File: src/rtl/meco_cmd_engine_if.sv
// Shared-SRAM mailbox port of the command engine.
// The engine drives address, write data and strobes. The RAM side returns read
// data one cycle after a read strobe.
interface meco_cmd_engine_if #(
    parameter int ADDR_W = 21,
    parameter int DATA_W = 16
) ();
    logic [ADDR_W-1:0] ram_addr;
    logic [DATA_W-1:0] ram_data_in;
    logic [DATA_W-1:0] ram_data_out;
    logic              ram_wr;
    logic              ram_en;

    modport master (
        output ram_addr,
        output ram_data_out,
        output ram_wr,
        output ram_en,
        input  ram_data_in
    );

    modport slave (
        input  ram_addr,
        input  ram_data_out,
        input  ram_wr,
        input  ram_en,
        output ram_data_in
    );
endinterface

File: src/rtl/meco_cmd_engine.sv
// Mailbox-driven command engine between the shared SRAM and the pin drivers.
// The engine polls the instruction word at CMD_BASE and fetches the optional data
// word at CMD_BASE+1. It runs pin program, read-back and bank-write commands.
// When a command finishes, the engine writes its status back to CMD_BASE.
module meco_cmd_engine #(
    parameter int                ADDR_W   = 21,
    parameter int                DATA_W   = 16,
    parameter int                NUM_PINS = 16,
    parameter logic [ADDR_W-1:0] CMD_BASE = ADDR_W'(15),
    parameter int                POLL_DIV = 8
) (
    input  logic                clk,
    input  logic                reset,
    meco_cmd_engine_if.master   ram,
    input  logic [NUM_PINS-1:0] pin_in,
    output logic [NUM_PINS-1:0] pin_out,
    output logic                busy
);

    localparam int                CNT_W     = $clog2(POLL_DIV + 1);
    localparam int                NUM_BANKS = NUM_PINS / 16;
    localparam logic [8:0]        PIN_LIM   = 9'(NUM_PINS);
    localparam logic [8:0]        BANK_LIM  = 9'(NUM_BANKS);
    localparam logic [ADDR_W-1:0] DATA_ADDR = CMD_BASE + ADDR_W'(1);

    typedef enum logic [2:0] {
        OP_NOP        = 3'd0,
        OP_SET_PIN    = 3'd1,
        OP_READ_PIN   = 3'd2,
        OP_WRITE_BANK = 3'd3,
        OP_CLEAR_ALL  = 3'd4
    } opcode_t;

    typedef enum logic [8:0] {
        S_IDLE    = 9'b000000001,
        S_FETCH_I = 9'b000000010,
        S_WAIT_I  = 9'b000000100,
        S_DECODE  = 9'b000001000,
        S_FETCH_D = 9'b000010000,
        S_WAIT_D  = 9'b000100000,
        S_EXEC    = 9'b001000000,
        S_RDBK    = 9'b010000000,
        S_ACK     = 9'b100000000
    } state_t;

    state_t            state_q;
    state_t            state_d;
    logic [CNT_W-1:0]  poll_cnt_q;
    logic [15:0]       instr_q;
    logic [DATA_W-1:0] data_q;
    logic              err_q;

    opcode_t           opcode;
    logic [7:0]        idx;
    logic              cmd_bad;
    logic              rd_bit;
    logic [15:0]       ack_word;
    logic              unused_err_field;

    assign opcode           = opcode_t'(instr_q[13:11]);
    assign idx              = instr_q[7:0];
    assign busy             = (state_q != S_IDLE);
    // The host-written ERR bit is never read: the engine always reports its own.
    assign unused_err_field = instr_q[14];

    // Detect commands that cannot run: illegal opcodes or an index outside the pin/bank range.
    // NOTE: every always_comb output gets a default first so no path can infer a latch.
    always_comb begin
        cmd_bad = 1'b0;
        case (opcode)
            OP_NOP, OP_CLEAR_ALL:    cmd_bad = 1'b0;
            OP_SET_PIN, OP_READ_PIN: cmd_bad = ({1'b0, idx} >= PIN_LIM);
            OP_WRITE_BANK:           cmd_bad = ({1'b0, idx} >= BANK_LIM);
            default:                 cmd_bad = 1'b1;
        endcase
    end

    // Select the addressed input pin for read-back and build the status word for the ack.
    always_comb begin
        rd_bit = 1'b0;
        for (int i = 0; i < NUM_PINS; i++) begin
            if (idx == 8'(i)) rd_bit = pin_in[i];
        end
        // On the DECODE->ACK error path err_q is not loaded yet, so use the live check.
        ack_word = {1'b0, (state_q == S_DECODE) ? cmd_bad : err_q, instr_q[13:0]};
    end

    // Compute the next state: poll the mailbox, then run one command and acknowledge it.
    always_comb begin
        state_d = state_q;
        case (state_q)
            S_IDLE:    if (poll_cnt_q == CNT_W'(1)) state_d = S_FETCH_I;
            S_FETCH_I: state_d = S_WAIT_I;
            S_WAIT_I:  state_d = S_DECODE;
            S_DECODE: begin
                if (!instr_q[15]) begin
                    state_d = S_IDLE;
                end else if (cmd_bad) begin
                    state_d = S_ACK;
                end else begin
                    case (opcode)
                        OP_SET_PIN, OP_WRITE_BANK: state_d = S_FETCH_D;
                        OP_READ_PIN:               state_d = S_RDBK;
                        default:                   state_d = S_EXEC;
                    endcase
                end
            end
            S_FETCH_D: state_d = S_WAIT_D;
            S_WAIT_D:  state_d = S_EXEC;
            S_EXEC:    state_d = S_ACK;
            S_RDBK:    state_d = S_ACK;
            S_ACK:     state_d = S_IDLE;
            default:   state_d = S_IDLE;
        endcase
    end

    // Hold the state register. Reset aborts any command that is in progress.
    // NOTE: sequential state uses non-blocking assignments so every flop samples pre-edge values.
    always_ff @(posedge clk or negedge reset) begin
        if (!reset) state_q <= S_IDLE;
        else        state_q <= state_d;
    end

    // Count down the poll interval while idle. Reload it in every other state.
    always_ff @(posedge clk or negedge reset) begin
        if (!reset)                 poll_cnt_q <= CNT_W'(POLL_DIV);
        else if (state_q == S_IDLE) poll_cnt_q <= poll_cnt_q - CNT_W'(1);
        else                        poll_cnt_q <= CNT_W'(POLL_DIV);
    end

    // Register the RAM strobes from the next state, so each access is driven during its own state.
    always_ff @(posedge clk or negedge reset) begin
        if (!reset) begin
            ram.ram_en       <= 1'b0;
            ram.ram_wr       <= 1'b0;
            ram.ram_addr     <= CMD_BASE;
            ram.ram_data_out <= '0;
        end else begin
            ram.ram_en       <= 1'b0;
            ram.ram_wr       <= 1'b0;
            ram.ram_addr     <= CMD_BASE;
            ram.ram_data_out <= '0;
            case (state_d)
                S_FETCH_I: begin
                    ram.ram_en <= 1'b1;
                end
                S_FETCH_D: begin
                    ram.ram_en   <= 1'b1;
                    ram.ram_addr <= DATA_ADDR;
                end
                S_RDBK: begin
                    // The pin level is captured on the edge that enters RDBK.
                    ram.ram_en       <= 1'b1;
                    ram.ram_wr       <= 1'b1;
                    ram.ram_addr     <= DATA_ADDR;
                    ram.ram_data_out <= DATA_W'(rd_bit);
                end
                S_ACK: begin
                    ram.ram_en       <= 1'b1;
                    ram.ram_wr       <= 1'b1;
                    ram.ram_data_out <= DATA_W'(ack_word);
                end
                default: ;
            endcase
        end
    end

    // Capture the instruction, the data word and the error flag, and update the pins in EXEC.
    always_ff @(posedge clk or negedge reset) begin
        if (!reset) begin
            instr_q <= '0;
            data_q  <= '0;
            err_q   <= 1'b0;
            pin_out <= '0;
        end else begin
            if (state_q == S_WAIT_I) instr_q <= ram.ram_data_in[15:0];
            if (state_q == S_WAIT_D) data_q  <= ram.ram_data_in;
            if (state_q == S_DECODE) err_q   <= cmd_bad;
            if (state_q == S_EXEC) begin
                case (opcode)
                    OP_SET_PIN: begin
                        for (int i = 0; i < NUM_PINS; i++) begin
                            if (idx == 8'(i)) pin_out[i] <= data_q[0];
                        end
                    end
                    OP_WRITE_BANK: begin
                        for (int b = 0; b < NUM_BANKS; b++) begin
                            if (idx == 8'(b)) pin_out[b*16 +: 16] <= data_q[15:0];
                        end
                    end
                    OP_CLEAR_ALL: pin_out <= '0;
                    default: ;
                endcase
            end
        end
    end

endmodule

File: src/flat_wrapper.sv
// flat-port wrapper written by rule: the top's interface ports become plain ports
module meco_cmd_engine_flat 
#(
    parameter int                ADDR_W   = 21,
    parameter int                DATA_W   = 16,
    parameter int                NUM_PINS = 16,
    parameter logic [ADDR_W-1:0] CMD_BASE = ADDR_W'(15),
    parameter int                POLL_DIV = 8
)
  (clk, reset, pin_in, pin_out, busy, ram_ram_addr, ram_ram_data_out, ram_ram_wr, ram_ram_en, ram_ram_data_in);
  meco_cmd_engine_if #(.ADDR_W(ADDR_W), .DATA_W(DATA_W)) ram_i ();
  input  logic clk;
  input  logic reset;
  input  logic [NUM_PINS-1:0] pin_in;
  output logic [NUM_PINS-1:0] pin_out;
  output logic busy;
  output wire logic [$bits(ram_i.ram_addr)-1:0] ram_ram_addr;
  output wire logic [$bits(ram_i.ram_data_out)-1:0] ram_ram_data_out;
  output wire logic [$bits(ram_i.ram_wr)-1:0] ram_ram_wr;
  output wire logic [$bits(ram_i.ram_en)-1:0] ram_ram_en;
  input wire logic [$bits(ram_i.ram_data_in)-1:0] ram_ram_data_in;
  assign ram_ram_addr = ram_i.ram_addr;
  assign ram_ram_data_out = ram_i.ram_data_out;
  assign ram_ram_wr = ram_i.ram_wr;
  assign ram_ram_en = ram_i.ram_en;
  assign ram_i.ram_data_in = ram_ram_data_in;
  meco_cmd_engine #(.ADDR_W(ADDR_W), .DATA_W(DATA_W), .NUM_PINS(NUM_PINS), .CMD_BASE(CMD_BASE), .POLL_DIV(POLL_DIV)) u_core (.clk(clk), .reset(reset), .ram(ram_i), .pin_in(pin_in), .pin_out(pin_out), .busy(busy));
endmodule
File: config.mk
export PLATFORM = sky130hd
export DESIGN_NAME = meco_cmd_engine_flat
export DESIGN_NICKNAME = d
export VERILOG_FILES = /design/src/rtl/meco_cmd_engine_if.sv /design/src/rtl/meco_cmd_engine.sv /design/src/flat_wrapper.sv
export SDC_FILE = /design/constraint.sdc
export NUM_CORES = 1
export LEC_CHECK = 0
export BUFFER_PORTS_ARGS = -buffer_cell sky130_fd_sc_hd__buf_2
export CAP_MARGIN = 20
export CELL_PAD_IN_SITES_DETAIL_PLACEMENT = 1
export CELL_PAD_IN_SITES_GLOBAL_PLACEMENT = 1
export CORE_MARGIN = 3
export CORE_UTILIZATION = 47
export CTS_BUF_LIST = sky130_fd_sc_hd__clkbuf_8
export DETAILED_ROUTE_END_ITERATION = 16
export PLACE_DENSITY_LB_ADDON = 0.15
export SYNTH_ARGS = -nofsm -noshare
export SYNTH_HDL_FRONTEND = slang
export SYNTH_SLANG_ARGS = --single-unit
File: constraint.sdc
create_clock -name clk -period 4.7 [get_ports clk]
set_input_delay 0.47 -clock clk [delete_from_list [all_inputs] [get_ports clk]]
set_output_delay 0.47 -clock clk [all_outputs]
set_load 0.005 [all_outputs]
# Word level (Yosys, flattened, before mapping)
# Cells that the tools add are included.
# Widths: inputs -> output; s select.
totals:
  input_bits: 34
  wordCells: 150
  out_inout_bits: 56
  regBits: 84
op_classes:
  mux: 46
  order_cmp: 2
  addsub: 1
  n_eq_ne: 50
  reduce_logical: 26
op_table:
  columns: ["op", "n"]
  rows:
  - ["$eq 8x4->1 const B", 8]
  - ["$reduce_and 4->1", 16]
  - ["$pmux 9 s7", 1]
  - ["$pmux 16 s3", 1]
  - ["$mux 1", 35]
  - ["$ne 2x1->1 const B", 17]
  - ["$eq 8x3->1 const B", 4]
  - ["$pmux 15 s2", 1]
  - ["$mux 9", 3]
  - ["$eq 9x2->1 const B", 2]
  - ["$eq 9x5->1 const B", 2]
  - ["$eq 9x8->1 const B", 2]
  - ["$eq 8x2->1 const B", 2]
  - ["$mux 16", 1]
  - ["$pmux 8 s2", 1]
  - ["$reduce_or 2->1", 6]
  - ["$eq 9x1->1 const B", 1]
  - ["$eq 9x3->1 const B", 1]
  - ["$eq 9x4->1 const B", 1]
  - ["$eq 9x6->1 const B", 1]
  - ["$eq 9x7->1 const B", 1]
  - ["$eq 9x9->1 const B", 1]
  - ["$ne 9x1->1 const B", 1]
  - ["$eq 8x1->1 const B", 1]
  - ["other kinds (14)", 15]

# Depth between registers and ports, before layout
# Gate-level depths: netlist of the first run.
logic_depth:
  word_depth: 18
  mapped_depth: 8
  depth_no_buf: 6

# Least setup slack after synthesis of the first run
# No wires, ideal clock.
synth_timing:
  kind: "register to register"
  from: "reg u_core.instr_q[6]"
  to: "reg u_core.pin_out[10]"
  period_less_slack_ps: 2250
  n_path_buf: 3
  stages_incl_launch_ff: 9
  t_arrival_ps: 2122
  t_required_ps: 4572
  setup_time_ps: 128
  path_slack_ps: 2450
  path_cell_list: "dfrtp_1 or4_1 buf_2 o211a_1 or4_1 buf_6 buf_6 o21ai_0 o31ai_1"
synth_via:
  elab_chain_cells: 3
  elab_cells_between_ends: 5
  cone_classes: "eq/ne: 3; reduce/logical: 2"
synth_rtl:
  columns: ["item", "line", "rtl"]
  rows:
  - ["from (decl)", "meco_cmd_engine.sv:49", "logic [15:0] instr_q;"]
  - ["from (signal assigned)", "meco_cmd_engine.sv:176", "if (state_q == S_WAIT_I) instr_q <= ram.ram_data_in[15:0];"]
  - ["$eq 8x4->1 / $logic_not 8->1 (equally long branches)", "meco_cmd_engine.sv:183, meco_cmd_engine.sv:188", null]
  - ["$ne 2x1->1 (no source line)", null, null]
  - ["$reduce_and 4->1 (no source line) *", null, null]
  - ["to (signal, indexed assignment)", "meco_cmd_engine.sv:183", "if (idx == 8'(i)) pin_out[i] <= data_q[0];"]
  - ["to (signal, indexed assignment)", "meco_cmd_engine.sv:188", "if (idx == 8'(b)) pin_out[b*16 +: 16] <= data_q[15:0];"]
  - ["to (decl)", "meco_cmd_engine.sv:16", "output logic [NUM_PINS-1:0] pin_out,"]
# Mark *: on every way between the ends. The rest lies on a longest branch, timed or not.
# A chain may end at the register's enable or synchronous reset.

# Worst setup path in the final report of the first run
layout_timing:
  from: "reg u_core.instr_q[6]"
  to: "reg u_core.pin_out[0]"
layout_via:
  elab_chain_cells: 3
  elab_cells_between_ends: 4
  cone_classes: "eq/ne: 2; reduce/logical: 2"
layout_rtl:
  columns: ["item", "line"]
  rows:
  - ["$logic_not 8->1 *", "meco_cmd_engine.sv:183, meco_cmd_engine.sv:188"]
  - ["$ne 2x1->1 (no source line)", null]
  - ["$reduce_and 4->1 (no source line) *", null]
# Marks and branches as above.

==> summary.txt, run 1 <==
======================================================================================
Library cells used by synthesis                                                     54
Unrepaired setup endpoints after global routing                                     no
Synth Instances                                                                    349
Path type of the worst setup path                                              reg2reg
Die Ht                                                                         96.5 um
Post-route worst setup slack                                                   1.82 ns
TritonCTS clock tree                                                              done
Wire length of the first global-routing pass                                  14800 um
Final TNS setup                                                                   0 ns
Register area share after synthesis                                              52.1%
Ys async rst share                                                                100%
Simple logic cell fraction of the synthesized area                               12.6%
Last weighted congestion value of the routability-driven placer                  0.792
Total overflow reported by the global router                                         0
Final setup viols                                                                    0
Actual transition at the worst max-transition pin                              1.01 ns
Die X                                                                          96.5 um
Vias in the first global route                                                    2883
Skew-Pair Late Insertion Delay                                                 0.37 ns
Type of the tightest min-delay check                                            in2reg
Post-Synthesis Cell Area                                                     3850 um^2
Floorplan row count                                                                 32
Area share of fa/ha/maj cells after synthesis                                   0.650%
Area of the die                                                              9310 um^2
Core Area                                                                    7850 um^2
Clock slew at the register clock pins of the worst setup and hold paths        0.09 ns
Ratio of routed vias to standard cells                                            5.50
Final critical path time including I/O delays and setup                        2.88 ns
Relative slew slack                                                              32.5%
DR WL/cell                                                                     18.0 um
Antenna Diode Count                                                                  0
Fill cell count                                                                    901
Antenna-violating nets left                                                          0
Fraction of synthesized cell area in xor and xnor cells                         0.911%
TritonRoute pass-1 iters                                                             4
Synthesized area per cell                                                    11.0 um^2
Seq cells post-synth                                                                80
Post-synthesis mux area share                                                    11.8%
Number of levels the H-tree was split into                                           3
CP endpoint kind                                                              register
Layout overhead on the synthesized area                                          15.1%
Number of clock sinks                                                               80
Clock Tree Root                                                           sky130_fd_sc_hd__clkbuf_8
Leakage power                                                                  2.13 nW
Worst EP required                                                              4.95 ns
Fraction of final layout cells with drive strength greater than 1                31.0%
Max Transition Viols Final                                                           0
Initial DRC Count                                                                  141
FF/Latch Area                                                                2010 um^2
Number of nets in the final layout                                                 447
Count of flip-flops with a built-in enable after synthesis                           0
Number of endpoints with negative hold slack in the final report                     0
Worst clock skew on the final layout                                         0.0107 ns
Most common flop cell mapped by yosys                                     sky130_fd_sc_hd__dfrtp_1
Total CTS buffers                                                                    9
Biggest fanout along the worst timing path                                           7
Yosys warnings                                                                       0
Post-detail-place hpwl                                                         6620 um
Initial antenna violation count                                                      0
Power Dens Cells                                                           485 nW/um^2
Area used by multi-input combinational logic                                 1600 um^2
Initial cell density of the core                                                 49.0%
Outcome                                                                   finished clean
Arrival time worst endpoint                                                    3.12 ns
Largest family of logic cells by synthesized area                         compound AO/OA/AOI/OAI gates
Pin count of the biggest net entering global routing                                81
Worst slack, placed                                                            1.70 ns
Total power                                                                    2.15 mW
Maximum capacitance violations                                                       0
Number of primary I/O pins                                                          90
Post-route fraction of the period consumed by the critical path                  61.2%
Total routed wirelength                                                        9310 um
Synth Area in Compound Gates                                                     14.0%
Achievable frequency                                                           348 MHz
Count of unresolved DRC violations after routing                                     0
Maximum number of buffers from clock root to sink                                    2
Postcts setup bufs                                                                   0
Critical path launch point type                                               register
GRT Util Overall                                                                 21.5%
Quantity of I/O buffers inserted on ports                                           72
Vias after detailed routing                                                       2849
Largest voltage drop on the vdd net                                           0.207 mV
======================================================================================
## synth_stat cells, types with 3 or more instances
cell,instances,area [um^2]
sky130_fd_sc_hd__nor2b_1,16,100
sky130_fd_sc_hd__nand3_1,9,45.0
sky130_fd_sc_hd__dfrtp_1,77,1930
sky130_fd_sc_hd__nand2_1,8,30.0
sky130_fd_sc_hd__o21ai_0,16,80.1
sky130_fd_sc_hd__nand2b_1,4,25.0
sky130_fd_sc_hd__buf_4,20,150
sky130_fd_sc_hd__nor3_1,4,20.0
sky130_fd_sc_hd__nor3b_1,4,30.0
sky130_fd_sc_hd__mux2_2,33,372
sky130_fd_sc_hd__o21ai_1,4,20.0
sky130_fd_sc_hd__a31oi_1,16,100
sky130_fd_sc_hd__mux2i_1,6,60.1
sky130_fd_sc_hd__inv_1,13,48.8
sky130_fd_sc_hd__clkbuf_1,15,56.3
sky130_fd_sc_hd__a21boi_0,12,90.1
sky130_fd_sc_hd__or4_1,4,30.0
sky130_fd_sc_hd__a21oi_1,5,25.0
sky130_fd_sc_hd__dfstp_2,3,78.8
sky130_fd_sc_hd__buf_6,3,33.8
sky130_fd_sc_hd__o31ai_1,13,97.6
sky130_fd_sc_hd__nor2_1,22,82.6
## power by group
| group | switching, mW | total (mW) | internal, mW |
|---|---|---|---|
| Combinational | 0.309 | 0.574 | 0.265 |
| Sequential | 0.180 | 0.978 | 0.798 |
| Clock | 0.284 | 0.595 | 0.311 |
| Total | 0.773 | 2.15 | 1.37 |
## through the flow
stage	std cells	hold WS, ns	instance area [um^2]	util, %
2_1_floorplan	365	0.174	3910	-
3_3_place_gp	499	0.469	4150	52.9
3_5_place_dp	499	0.480	4150	52.9
4_1_cts	515	0.312	4380	55.9
5_1_grt	518	0.321	4430	56.4
6_report	518	0.333	4430	56.4
## worst max-delay path, stage by stage, from the launching register on
cell and delay (ns):
sky130_fd_sc_hd__dfrtp_1 0.42, sky130_fd_sc_hd__or4_1 0.70, sky130_fd_sc_hd__nor3_1 0.42, sky130_fd_sc_hd__nand2_1 0.13
sky130_fd_sc_hd__a2111oi_0 0.67, sky130_fd_sc_hd__mux2_2 0.42
## logic make-up after synthesis
kind of cell,count (synthesis)
muxes,40
xor gates and xnor gates,4
other,1
AOI/OAI and AO/OA,81
buffers and inverters,54
adders and majority gates,2
DFF,80
and+or+nand+nor,87
## path summary, 6_finish.rpt
check,cells past startpoint,end,slack [ns],start
max,5,u_core.pin_out[0]$_DFFE_PN0P_,1.82,u_core.instr_q[6]$_DFFE_PN0N_
min,2,u_core.data_q[14]$_DFFE_PN0P_,0.33,ram_ram_data_in[14]
max reg2reg,5,u_core.pin_out[0]$_DFFE_PN0P_,1.82,u_core.instr_q[6]$_DFFE_PN0N_
min reg2reg,1,u_core.ram.ram_data_out[8]$_DFF_PN0_,0.49,u_core.instr_q[8]$_DFFE_PN0N_
max in group asynchronous,3,u_core.ram.ram_addr[3]$_DFF_PN1_,3.67,reset
min in group asynchronous,2,u_core.pin_out[5]$_DFFE_PN0P_,0.45,reset
## routing by layer
metal | GRT usage (%) | part of all wire [%] | vias up
met5 | 0 | 0 | -
met4 | 8.53 | 2.0 | 0
met3 | 4.49 | 4.0 | 15
li1 | - | - | 1338
met2 | 35.2 | 51 | 73
met1 | 27.8 | 43 | 1423
## layout by cell type (no fill, tap or decap), drive strengths merged, types with 2 or more instances in the layout
cell	synthesis	routed
a21boi	13	13
a21oi	5	5
a22oi	2	2
a31oi	16	16
and2	2	2
and3	2	2
buf	26	75
bufinv	0	2
clkbuf	15	9
conb	1	17
dfrtp	77	77
dfstp	3	3
ha	2	2
inv	13	17
mux2	33	33
mux2i	6	6
nand2	8	8
nand2b	4	4
nand3	9	9
nand3b	2	2
nand4	2	2
nor2	22	22
nor2b	16	16
nor3	4	4
nor3b	4	4
nor4	2	2
o21ai	20	20
o31ai	13	13
or4	4	4
xnor2	2	2
xor2	2	2
## what timing repair did
| item | in CTS | in global routing |
|---|---|---|
| gates resized for setup | 0 | 0 |
| endpoints found under the hold margin | 0 | 4 |
| hold buffers | 0 | 1 |
## layout make-up
type	count	share of cell area, %
clock buffers	9	2.80
clock inverters	7	2.46
inverters	13	1.10
multi-input cells	231	36.1
flip-flops and latches	80	45.3
well taps	102	2.88
repair buffers	76	9.38
## sequential cells by signal, indices dropped and copies added (netlist names)
register,flops
u_core.state_q,9
u_core.instr_q,15
u_core.poll_cnt_q,4
u_core.ram.ram_data_out,15
u_core.data_q,16
u_core.pin_out,16
u_core.ram.ram_en,1
u_core.ram.ram_wr,1
u_core.ram.ram_addr,2
u_core.err_q,1
(Power assumes the default switching activity.)
==> run 2: changes to the inputs <==
--- a/config.mk
+++ b/config.mk
@@ -5,12 +5,13 @@
 export SDC_FILE = /design/constraint.sdc
 export NUM_CORES = 1
 export LEC_CHECK = 0
+export ABC_AREA = 1
 export BUFFER_PORTS_ARGS = -buffer_cell sky130_fd_sc_hd__buf_2
 export CAP_MARGIN = 20
 export CELL_PAD_IN_SITES_DETAIL_PLACEMENT = 1
 export CELL_PAD_IN_SITES_GLOBAL_PLACEMENT = 1
 export CORE_MARGIN = 3
-export CORE_UTILIZATION = 47
+export CORE_UTILIZATION = 37
 export CTS_BUF_LIST = sky130_fd_sc_hd__clkbuf_8
 export DETAILED_ROUTE_END_ITERATION = 16
 export PLACE_DENSITY_LB_ADDON = 0.15
==> constraint.sdc (replaced) <==
create_clock -name clk -period 2.5 [get_ports clk]
set_input_delay 0.25 -clock clk [delete_from_list [all_inputs] [get_ports clk]]
set_output_delay 0.25 -clock clk [all_outputs]
set_load 0.005 [all_outputs]
==> summary.txt, run 2 <==
======================================================================================
Floorplan row count                                                                 36
Initial cell density of the core                                                 38.7%
Number of nets in the final layout                                                 569
Quantity of I/O buffers inserted on ports                                           72
Clock slew at the register clock pins of the worst setup and hold paths        0.08 ns
Library cells used by synthesis                                                     39
Initial antenna violation count                                                      0
Max Transition Viols Final                                                           0
Total routed wirelength                                                        9920 um
Type of the tightest min-delay check                                            in2reg
Skew-Pair Late Insertion Delay                                                 0.36 ns
Count of flip-flops with a built-in enable after synthesis                           0
Unrepaired setup endpoints after global routing                                     no
Biggest regs                                                              u_core.data_q (16), u_core.pin_out (16)
Wire length of the first global-routing pass                                  16600 um
Fill cell count                                                                   1255
Seq cells post-synth                                                                80
Placement Cell Area                                                          4270 um^2
Non-Filler Instances                                                               670
Number of primary I/O pins                                                          90
TritonRoute pass-1 iters                                                             4
FF/Latch Area                                                                2010 um^2
Yosys warnings                                                                       0
Final design area excluding fillers                                          4440 um^2
Layout overhead on the synthesized area                                          15.8%
Hold_ws                                                                       0.120 ns
Worst slack, placed                                                           0.461 ns
Most common cell after layout, fill and taps aside                        sky130_fd_sc_hd__nand2_1
Total CTS buffers                                                                    9
Post-route fraction of the period consumed by the critical path                  83.3%
Power Dens Cells                                                           832 nW/um^2
Final TNS setup                                                                   0 ns
Final critical path time including I/O delays and setup                        2.08 ns
Cell taking the most area after synthesis                                 sky130_fd_sc_hd__dfrtp_1
Most common flop cell mapped by yosys                                     sky130_fd_sc_hd__dfrtp_1
Dominant cell by count in the synthesized netlist                         sky130_fd_sc_hd__nand2_1
Post-Synthesis Cell Area                                                     3830 um^2
Last weighted congestion value of the routability-driven placer                  0.810
Final setup viols                                                                    0
Vias in the first global route                                                    3310
Launch point of the worst reg-to-reg path                                 u_core.instr_q[6]$_DFFE_PN0N_
Initial DRC Count                                                                   92
Register area share after synthesis                                              52.3%
Number of endpoints with negative hold slack in the final report                     0
DR WL/cell                                                                     14.8 um
CP endpoint kind                                                           output port
Biggest fanout along the worst timing path                                           6
Total overflow reported by the global router                                         0
GRT Util Overall                                                                 18.5%
Largest cells by area after synthesis                                     sky130_fd_sc_hd__dfrtp_1 50%, sky130_fd_sc_hd__nand2_1 9.2%, sky130_fd_sc_hd__inv_1 6.2%
Ranking of synthesized cells by instance count                            94 x sky130_fd_sc_hd__nand2_1, 77 x sky130_fd_sc_hd__dfrtp_1, 63 x sky130_fd_sc_hd__inv_1
Maximum capacitance violations                                                       0
Commonest cells after routing, fill and taps aside                        94 x sky130_fd_sc_hd__nand2_1, 77 x sky130_fd_sc_hd__dfrtp_1, 71 x sky130_fd_sc_hd__buf_2, 65 x sky130_fd_sc_hd__inv_1, 45 x sky130_fd_sc_hd__o21ai_0
Share of the synthesized area in the top cell type                               50.2%
Source of the worst hold timing path                                      ram_ram_data_in[14]
Post-detail-place hpwl                                                         7680 um
Number of clock sinks                                                               80
Ys async rst share                                                                100%
Vias after detailed routing                                                       3133
TritonCTS clock tree                                                              done
Synth Instances                                                                    458
Largest voltage drop on the vdd net                                           0.297 mV
Arrival time worst endpoint                                                    1.83 ns
Antenna-violating nets left                                                          0
Die X                                                                           108 um
Count of unresolved DRC violations after routing                                     0
Area used by multi-input combinational logic                                 1390 um^2
Total placed cells including tap cells                                             654
Number of levels the H-tree was split into                                           3
Pin count of the biggest net entering global routing                                49
Worst EP required                                                              2.25 ns
Leakage power                                                                  2.44 nW
Area of the die                                                             11600 um^2
Achievable frequency                                                           480 MHz
Outcome                                                                   finished clean
Fraction of final layout cells with drive strength greater than 1                25.1%
Synthesized area per cell                                                    8.37 um^2
Actual transition at the worst max-transition pin                             0.606 ns
Relative slew slack                                                              59.6%
CP startpoint                                                             u_core.state_q[6]$_DFF_PN0_
Worst clock skew on the final layout                                         0.0119 ns
Path type of the worst setup path                                              reg2out
Clock Tree Root                                                           sky130_fd_sc_hd__clkbuf_8
Maximum number of buffers from clock root to sink                                    2
Critical path launch point type                                               register
Post-route worst setup slack                                                  0.417 ns
Core Area                                                                    9910 um^2
Antenna Diode Count                                                                  0
Die Ht                                                                          108 um
Ratio of routed vias to standard cells                                            4.68
======================================================================================
-- run 2: cell count changes after synthesis, sizes merged, moves of 6 or more --
cell	previous run	this run
nand2	8	97
inv	13	77
o21ai	20	62
mux2	33	1
nor2	22	52
nor2b	16	0
a31oi	16	1
o31ai	13	0
a21boi	13	1
a21oi	5	16
clkbuf	15	8
mux2i	6	0
-- run 2: through the flow --
step	utilization, %	power (mW)
5_1_grt	44.8	4.01
3_5_place_dp	43.0	2.90
6_report	44.8	3.70
2_1_floorplan	-	2.53
4_1_cts	44.8	3.75
3_3_place_gp	43.0	2.86
-- run 2: layout make-up --
class / instances / share of cell area, %
timing repair buffer: 80 / 9.58
multi-input combinational: 284 / 31.2
clock buffer: 9 / 2.79
sequential: 80 / 45.2
tap: 133 / 3.75
inverter: 78 / 6.60
clock inverter: 6 / 0.902
-- run 2: logic make-up (layout without fill, tap and decap cells) --
logic type               count (synthesis)  after routing  share of synthesized area (%)
AO/OA/AOI/OAI                           84             84                           11.7
XOR/XNOR                                 2              2                          0.457
adder cells (fa/ha/maj)                  2              2                          0.652
buffers and inverters                  110            173                           13.1
flip-flops                              80             80                           52.3
multiplexers                             1              1                          0.294
other                                    1             17                         0.0978
AND/OR/NAND/NOR                        178            178                           21.3
-- run 2: layer usage --
layer	wire, um	up-vias	GRT usage (%)
met5	0	-	0
met4	117	0	4.69
met3	398	12	4.56
met2	4790	70	30.7
met1	4610	1510	24.2
li1	-	1541	-
-- run 2: power breakdown --
group          switching [mW]  total [mW]  internal, mW
clock                   0.476       0.827         0.351
combinational           0.790        1.17         0.380
sequential              0.206        1.70          1.49
-- run 2: worst max-delay path, stage by stage (launching register included) --
cell	delay, ns
sky130_fd_sc_hd__dfrtp_1	0.42
sky130_fd_sc_hd__nor2_2	0.15
sky130_fd_sc_hd__inv_2	0.06
sky130_fd_sc_hd__nor2_1	0.12
sky130_fd_sc_hd__inv_1	0.06
sky130_fd_sc_hd__nor2_2	0.14
sky130_fd_sc_hd__nand4_1	0.29
sky130_fd_sc_hd__buf_2	0.24
-- run 2: what timing repair did --
action / in CTS / in global routing
hold buffers: 1 / 0
setup buffers: 0 / 0
resized for setup: 0 / 0
hold endpoints to repair: 44 / 0
endpoints found under the setup margin: 0 / 0
-- run 2: final timing paths --
| check | end | slack (ns) | cells after the start |
|---|---|---|---|
| setup / recovery | busy | 0.42 | 7 |
| min in group asynchronous | u_core.ram.ram_addr[4]$_DFF_PN0_ | 0.45 | 2 |
| hold reg to reg | u_core.poll_cnt_q[0]$_DFF_PN0_ | 0.47 | 1 |
| max in group asynchronous | u_core.ram.ram_addr[3]$_DFF_PN1_ | 1.30 | 3 |
| hold / removal | u_core.data_q[14]$_DFFE_PN0P_ | 0.12 | 2 |
| setup reg to reg | u_core.ram.ram_en$_DFF_PN0_ | 0.50 | 10 |
